===== config.mk =====
export PLATFORM = sky130hd
export DESIGN_NAME = pwm_param_calc
export DESIGN_NICKNAME = d
export VERILOG_FILES = /design/src/rtl/pwm_param_calc.sv
export SDC_FILE = /design/constraint.sdc
export NUM_CORES = 1
export LEC_CHECK = 0
export ABC_AREA = 1
export CAP_MARGIN = 25
export CORE_AREA = 2 2 263 265
export CTS_CLUSTER_SIZE = 16
export DETAILED_ROUTE_END_ITERATION = 10
export DIE_AREA = 0 0 265 267
export PLACE_DENSITY = 0.42
export SETUP_SLACK_MARGIN = 0.4
export SYNTH_ARGS = -nofsm -noshare
export SYNTH_HDL_FRONTEND = slang
export SYNTH_SLANG_ARGS = --single-unit

===== constraint.sdc =====
create_clock -name clk64_i -period 10.41 [get_ports clk64_i]
set_clock_uncertainty 0.15 [all_clocks]
set_input_delay 1.5615 -clock clk64_i [delete_from_list [all_inputs] [get_ports clk64_i]]
set_output_delay 1.5615 -clock clk64_i [all_outputs]
set_load 0.05 [all_outputs]

===== src/rtl/pwm_param_calc.sv =====
// pwm_param_calc: turns frequency/duty settings into 64 MHz tick counts for the switch controller,
// using one shared restoring divider and publishing the period/duty pair atomically.
module pwm_param_calc #(
   parameter int CLK_HZ   = 64_000_000,
   parameter int FREQ_MIN = 50,
   parameter int FREQ_MAX = 50_000
) (
   input  logic        clk64_i,
   input  logic        rstn_i,
   input  logic        cfg_valid_i,
   input  logic [15:0] freq_hz_i,
   input  logic [9:0]  duty_pm_i,
   output logic [20:0] period_count_o,
   output logic [20:0] duty_count_o,
   output logic        upd_o,
   output logic        busy_o,
   output logic        err_o
);
   typedef enum logic [2:0] {IDLE, CHK, DIV_P, MUL, DIV_D, DONE} state_t;
   localparam logic [25:0] CLK26 = CLK_HZ[25:0];
   localparam logic [15:0] FMIN  = FREQ_MIN[15:0];
   localparam logic [15:0] FMAX  = FREQ_MAX[15:0];
   state_t      r_state, w_next;
   logic        r_pend;
   logic [15:0] r_pfreq, r_freq, r_rem, r_den;
   logic [9:0]  r_pduty, r_duty;
   logic [30:0] r_num;
   logic [4:0]  r_cnt;
   logic [20:0] r_period;
   logic [16:0] w_sh;
   logic        w_q, w_range_ok;
   assign busy_o = (r_state != IDLE);
   always_comb begin
      w_sh       = {r_rem, r_num[30]};
      w_q        = (w_sh >= {1'b0, r_den});
      w_range_ok = (r_freq >= FMIN) && (r_freq <= FMAX);
      w_next     = r_state;
      case (r_state)
         IDLE:    w_next = (r_pend || cfg_valid_i) ? CHK : IDLE;
         CHK:     w_next = w_range_ok ? DIV_P : IDLE;
         DIV_P:   w_next = (r_cnt == 5'd0) ? MUL : DIV_P;
         MUL:     w_next = DIV_D;
         DIV_D:   w_next = (r_cnt == 5'd0) ? DONE : DIV_D;
         default: w_next = IDLE;
      endcase
   end
   always_ff @(posedge clk64_i or negedge rstn_i)
      if (!rstn_i) r_state <= IDLE;
      else         r_state <= w_next;
   always_ff @(posedge clk64_i or negedge rstn_i) begin
      if (!rstn_i) begin
         r_pend         <= 1'b0;
         r_pfreq        <= '0;
         r_pduty        <= '0;
         r_freq         <= '0;
         r_duty         <= '0;
         r_num          <= '0;
         r_rem          <= '0;
         r_den          <= '0;
         r_cnt          <= '0;
         r_period       <= '0;
         period_count_o <= '0;
         duty_count_o   <= '0;
         upd_o          <= 1'b0;
         err_o          <= 1'b0;
      end else begin
         upd_o <= 1'b0;
         // a strobe that cannot be taken now (busy, or pending already queued) becomes the new pending
         if (cfg_valid_i && (r_state != IDLE || r_pend)) begin
            r_pend  <= 1'b1;
            r_pfreq <= freq_hz_i;
            r_pduty <= duty_pm_i;
         end else if (r_state == IDLE && r_pend) begin
            r_pend <= 1'b0;
         end
         case (r_state)
            IDLE: begin
               r_freq <= r_pend ? r_pfreq : freq_hz_i;
               r_duty <= r_pend ? r_pduty : duty_pm_i;
            end
            CHK: begin
               err_o  <= !w_range_ok;
               r_duty <= (r_duty > 10'd1000) ? 10'd1000 : r_duty;
               r_num  <= {CLK26, 5'd0};
               r_rem  <= '0;
               r_den  <= r_freq;
               r_cnt  <= 5'd25;
            end
            DIV_P, DIV_D: begin
               r_num <= {r_num[29:0], w_q};
               r_rem <= w_q ? 16'(w_sh - {1'b0, r_den}) : w_sh[15:0];
               r_cnt <= r_cnt - 5'd1;
            end
            MUL: begin
               r_period <= r_num[20:0];
               r_num    <= {10'd0, r_num[20:0]} * {21'd0, r_duty};
               r_rem    <= '0;
               r_den    <= 16'd1000;
               r_cnt    <= 5'd30;
            end
            DONE: begin
               period_count_o <= r_period;
               duty_count_o   <= r_num[20:0];
               upd_o          <= 1'b1;
            end
            default: ;
         endcase
      end
   end
endmodule

# Yosys cells after proc, flatten, opt, wreduce, memory -nomap -nowiden

Index checks and enable logic that the tools add are counted.

Bits in registers: 189
Bits of input ports: 29
Output and inout bits: 45
Word-level logic and storage cells: 62

Add/sub/neg operators: 2
Multipliers: 1
$lt $le $gt $ge: 4
Eq/ne operators: 6
Multiplexer cells: 17
Reductions and logical operators: 17

Operators with widths:

| operator               | count |
|---|---|
| $pmux W31 S3           | 1 |
| $pmux W16 S2           | 2 |
| $mux W16               | 2 |
| $mul A21 B10 Y31       | 1 |
| $mux W10               | 2 |
| $pmux W10 S2           | 1 |
| $ge A17 B16 Y1         | 1 |
| $ge A16 B6 Y1 const B  | 1 |
| $le A16 B16 Y1 const B | 1 |
| $sub A16 B16 Y16       | 1 |
| $pmux W3 S5            | 1 |
| $pmux W5 S3            | 1 |
| $gt A10 B10 Y1 const B | 1 |
| $reduce_bool A2 Y1     | 4 |
| $eq A3 B2 Y1 const B   | 2 |
| $eq A3 B3 Y1 const B   | 2 |
| $mux W1                | 6 |
| $reduce_bool A3 Y1     | 2 |
| $logic_not A5 Y1       | 1 |
| $sub A5 B1 Y5 const B  | 1 |
| $reduce_or A2 Y1       | 2 |
| $eq A3 B1 Y1 const B   | 1 |
| $logic_and A1 B1 Y1    | 3 |
| $logic_not A3 Y1       | 1 |
| other kinds (5)        | 6 |

# Depth between registers and ports, before layout

Depth after elaboration: 4
Depth in mapped cells: 24
Mapped depth without buffers: 23

# Worst setup path before layout

Ideal clock, no wire load.

Path kind: flip-flop to flip-flop
Start point: register r_duty[3]
End point: register r_num[9]
Library setup time: 0.138 ns
Arrival time: 4.659 ns
Data required time: 10.122 ns
Slack: 5.463 ns
Cell stages (with the launch flop): 21
Path buffers: 1
Clock period less this slack: 4.947 ns
Path through: dfrtp_1 -> clkbuf_1 -> nand2_1 -> fa_1 -> inv_1 -> fa_1 -> inv_1 -> fa_1 -> inv_1 -> fa_1 -> inv_1 -> fa_1 -> inv_1 -> ha_1 -> nand2_1 -> inv_1 -> a21oi_1 -> nand2_1 -> or2_2 -> nand3_1 -> o221ai_1

Longest elaborated chain between the ends: 2

Ends and longest elaborated chain:

| element                | line | source |
|---|---|---|
| from (decl)            | 26   | `logic [9:0] r_pduty, r_duty;` |
| from (signal assigned) | 79   | `r_duty <= r_pend ? r_pduty : duty_pm_i;` |
| from (signal assigned) | 83   | `r_duty <= (r_duty > 10'd1000) ? 10'd1000 : r_duty;` |
| $mul A21 B10 Y31       | 96   | `r_num <= {10'd0, r_num[20:0]} * {21'd0, r_duty};` |
| $pmux W31 S3           | 76   | `case (r_state)` |
| to (signal assigned)   | 84   | `r_num <= {CLK26, 5'd0};` |
| to (signal assigned)   | 90   | `r_num <= {r_num[29:0], w_q};` |
| to (signal assigned)   | 96   |  |
| to (decl)              | 27   | `logic [30:0] r_num;` |

No other way between the ends.
A chain may end at the register's enable or synchronous reset.

# Worst setup path after layout

Start point: register r_duty[3]
End point: register r_num[23]

Same word-level chain as after synthesis.

==> qor.csv <==
stage,metric,value,unit
timing,rsz0062_at_grt,false,
finish,drive_gt1_share,3.62,%
yosys,ys_warn_count,0,
finish,diodes,0,
clock_tree,numCtsBuffers,17,
yosys,syn_area_per_cell,7.70,um2
routing,drtAntennaViolNets,0,
routing,met3WireLength,1.46,mm
worst_setup_path,slowest_delay,1.00,ns
job,drv_cap,0,
placement,dp.final_hpwl,34.7,mm
routing,routed_wl,45.8,mm
floorplanning,start_util,23.8,%
timing,drv_slew,0,
timing,period_share,58.3,%
worst_setup_path,path_cells,nand2_1 > fa_1 > inv_1 > fa_1 > inv_1 > fa_1 > inv_1 > fa_1 > inv_1 > fa_1 > inv_1 > ha_1 > nand2_1 > nor2_1 > inv_1 > nor3_1 > nand3_1 > nand3_1 > nand2_1 > nand2_1 > o21ai_0,
global_routing,grt_pass1_wl,75.1,mm
routing,top_layer,met4,
worst_setup_path,r2r_cells,21,
placement,io_buffers,73,
worst_setup_path,reg2reg_from,r_duty[3],
finish,n_fill_cell,7410,
floorplanning,row_count,96,
yosys,synth_seq_area_share,29.3,%
clock_tree,holdBufCountCts,0,
timing,fin_tns_setup,0,ns
global_routing,grt_max_degree,69,
worst_setup_path,reg2reg_to,r_num[23],
routing,wl_per_cell,15.2,um
yosys,ys_ff_latch,189,
clock_tree,cts_buffer_depth,2,
timing,timing_worst_slew_pin_value,0.999,ns
worst_setup_path,arrival,6.25,ns
global_routing,grt_pass1_vias,13500,
worst_setup_path,critPathCapture,r_num[23],
clock_tree,cts_root_buf,clkbuf_16,
placement,gp_congestion,0.879,
clock_tree,clk_pin_slew,0.08,ns
worst_setup_path,crit_fanout,23,
worst_setup_path,required,10.58,ns
yosys,synth_cell_types,44,
clock_tree,cts_max_level,4,
clock_tree,cts.sinks,189,
worst_setup_path,startpoint_type,flop,
routing,met2_length,21.6,mm
floorplanning,die_x,265,um
global_routing,track_usage,13.4,%
clock_tree,post_cts_buffers,0,
worst_setup_path,cpMostUsedCell,inv_1,
worst_setup_path,crit_slowest_cell,dfrtp_1,
clock_tree,insertion_delay,0.46,ns
global_routing,antenna_found_initial,0,
yosys,synth_fp_nets,2361,
worst_setup_path,path_class,reg -> reg,
routing,via_count,13100,
clock_tree,cts_resized,0,
floorplanning,die_h,267,um
worst_setup_path,crit_start,r_duty[3],
routing,met1_length,22.1,mm
floorplanning,design.die.area,70800,um2
floorplanning,pin_count,74,
routing,detail_route.iter0.violations,762,
finish,nets,2375,
min_path,hold_path_class,reg -> reg,
finish,syn_to_final_growth,12.9,%
routing,drcViolationCount,0,
timing,max_freq,165,MHz
yosys,postSynthCellCount,2098,
routing,vias_per_cell,4.35,
worst_setup_path,r2r_slack,4.34,ns
global_routing,grt_overflow,0,
status,run_status,completed,
timing,relSlewSlack,33.4,%
timing,period_needed,6.07,ns
clock_tree,cts_tree,done,
yosys,synthArstFlopShare,100,%
routing,drt-pass1-iter-count,7,
yosys,synth_ff_type,dfrtp_1,
timing,hold_violations,0,
floorplanning,core_area,68000,um2
worst_setup_path,crit_path_end_kind,flop,
timing,setup_violations,0,
yosys,synth_edf_count,0,
yosys,netlist_area,16100,um2
[cells by family after synthesis]
| group | share of synthesized area [%] |
|---|---|
| fa+ha+maj | 25.2 |
| buf+inv | 13.3 |
| compound gates | 8.59 |
| mux | 0.558 |
| flops | 29.3 |
| xor+xnor | 0.597 |
| simple gates | 22.5 |
[synthesized netlist by cell type (5+ instances only)]
cell type | n | area (um2)
buf_2 | 11 | 55.1
buf_6 | 8 | 90.1
a22oi_1 | 15 | 113
nor2_1 | 77 | 289
nand3_1 | 89 | 445
nand3b_1 | 20 | 150
xnor2_1 | 7 | 61.3
a21oi_1 | 48 | 240
o22ai_1 | 9 | 56.3
o221ai_1 | 28 | 245
fa_1 | 151 | 3020
ha_1 | 83 | 1040
o21ai_1 | 18 | 90.1
o21ai_2 | 5 | 43.8
inv_2 | 7 | 26.3
nand2_2 | 7 | 43.8
nor3_1 | 7 | 35.0
buf_4 | 5 | 37.5
nand2_1 | 657 | 2470
dfrtp_1 | 189 | 4730
clkbuf_1 | 62 | 233
inv_1 | 451 | 1690
o21ai_0 | 82 | 410
nand4_1 | 10 | 62.6
a41oi_1 | 5 | 43.8
mux2_4 | 6 | 90.1
[worst min-delay path by stage]
stage / startpoint / endpoint / slack [ns] / cells after the start
finish: period_count_o[16] / period_count_o[16] / 0.33 / 2
global route: r_period[20] / period_count_o[20] / 0.36 / 2
CTS: r_period[17] / period_count_o[17] / 0.33 / 2
detailed placement: period_count_o[16] / period_count_o[16] / 0.31 / 2
global placement: period_count_o[13] / period_count_o[13] / 0.31 / 2
floorplan: r_period[10] / period_count_o[10] / 0.30 / 2
[routing by layer]
| layer | GRT usage [%] | up-vias |
|---|---|---|
| met3 | 1.87 | 36 |
| met1 | 18.5 | 6417 |
| li1 | - | 6403 |
| met5 | 0 | - |
| met2 | 22.3 | 218 |
| met4 | 2.86 | 0 |
[sequential cells by signal (all words and copies together) (netlist names)]
signal and count:
r_pfreq 16, r_pend 1, upd_o 1, r_pduty 10, err_o 1, r_den 16, r_state 3, r_cnt 5
r_freq 16, r_duty 10, period_count_o 21, duty_count_o 21, r_num 31, r_period 21, r_rem 16
[layout by cell type (no fill, tap or decap), types with 9 or more instances in the layout]
cell type / synthesis / layout
nand2_1: 657 / 657
inv_1: 451 / 451
dfrtp_1: 189 / 189
fa_1: 151 / 151
nand3_1: 89 / 89
ha_1: 83 / 83
o21ai_0: 82 / 82
nor2_1: 77 / 77
clkdlybuf4s50_1: 0 / 72
a21oi_1: 48 / 48
o221ai_1: 28 / 28
nand3b_1: 20 / 20
o21ai_1: 18 / 18
clkbuf_16: 0 / 17
a22oi_1: 15 / 15
nand4_1: 10 / 10
o22ai_1: 9 / 9
[layout make-up]
cell class / count / area [um2] / share of cell area, %
clock buffers: 19 / 433 / 2.38
clock inverters: 13 / 146 / 0.803
inverters: 460 / 1730 / 9.49
multi-input cells: 1362 / 9270 / 50.9
flip-flops and latches: 189 / 4730 / 25.9
well taps: 882 / 1100 / 6.05
repair buffers: 82 / 815 / 4.47
[critical path, delay by kind of cell, from the launching register on]
kind            cells  cell delay [ns]
fa+ha+maj           6             3.02
simple gates        8             1.32
flops               1             1.00
buf+inv             6             0.35
compound gates      1             0.08
[metrics by stage]
step,cell area [um2],hold WS [ns],util (%),setup slack (ns),instances
2_1_floorplan,16100,0.299,-,5.46,2098
3_3_place_gp,17600,0.311,25.9,4.32,2974
3_5_place_dp,17600,0.315,25.9,4.39,2974
4_1_cts,18200,0.327,26.8,4.33,3006
5_1_grt,18200,0.357,26.8,3.95,3007
6_report,18200,0.329,26.8,4.34,3007
Power is left out: the tool's default activity adds up to more than one toggle a clock period on the data nets, which glitch-free logic cannot reach.
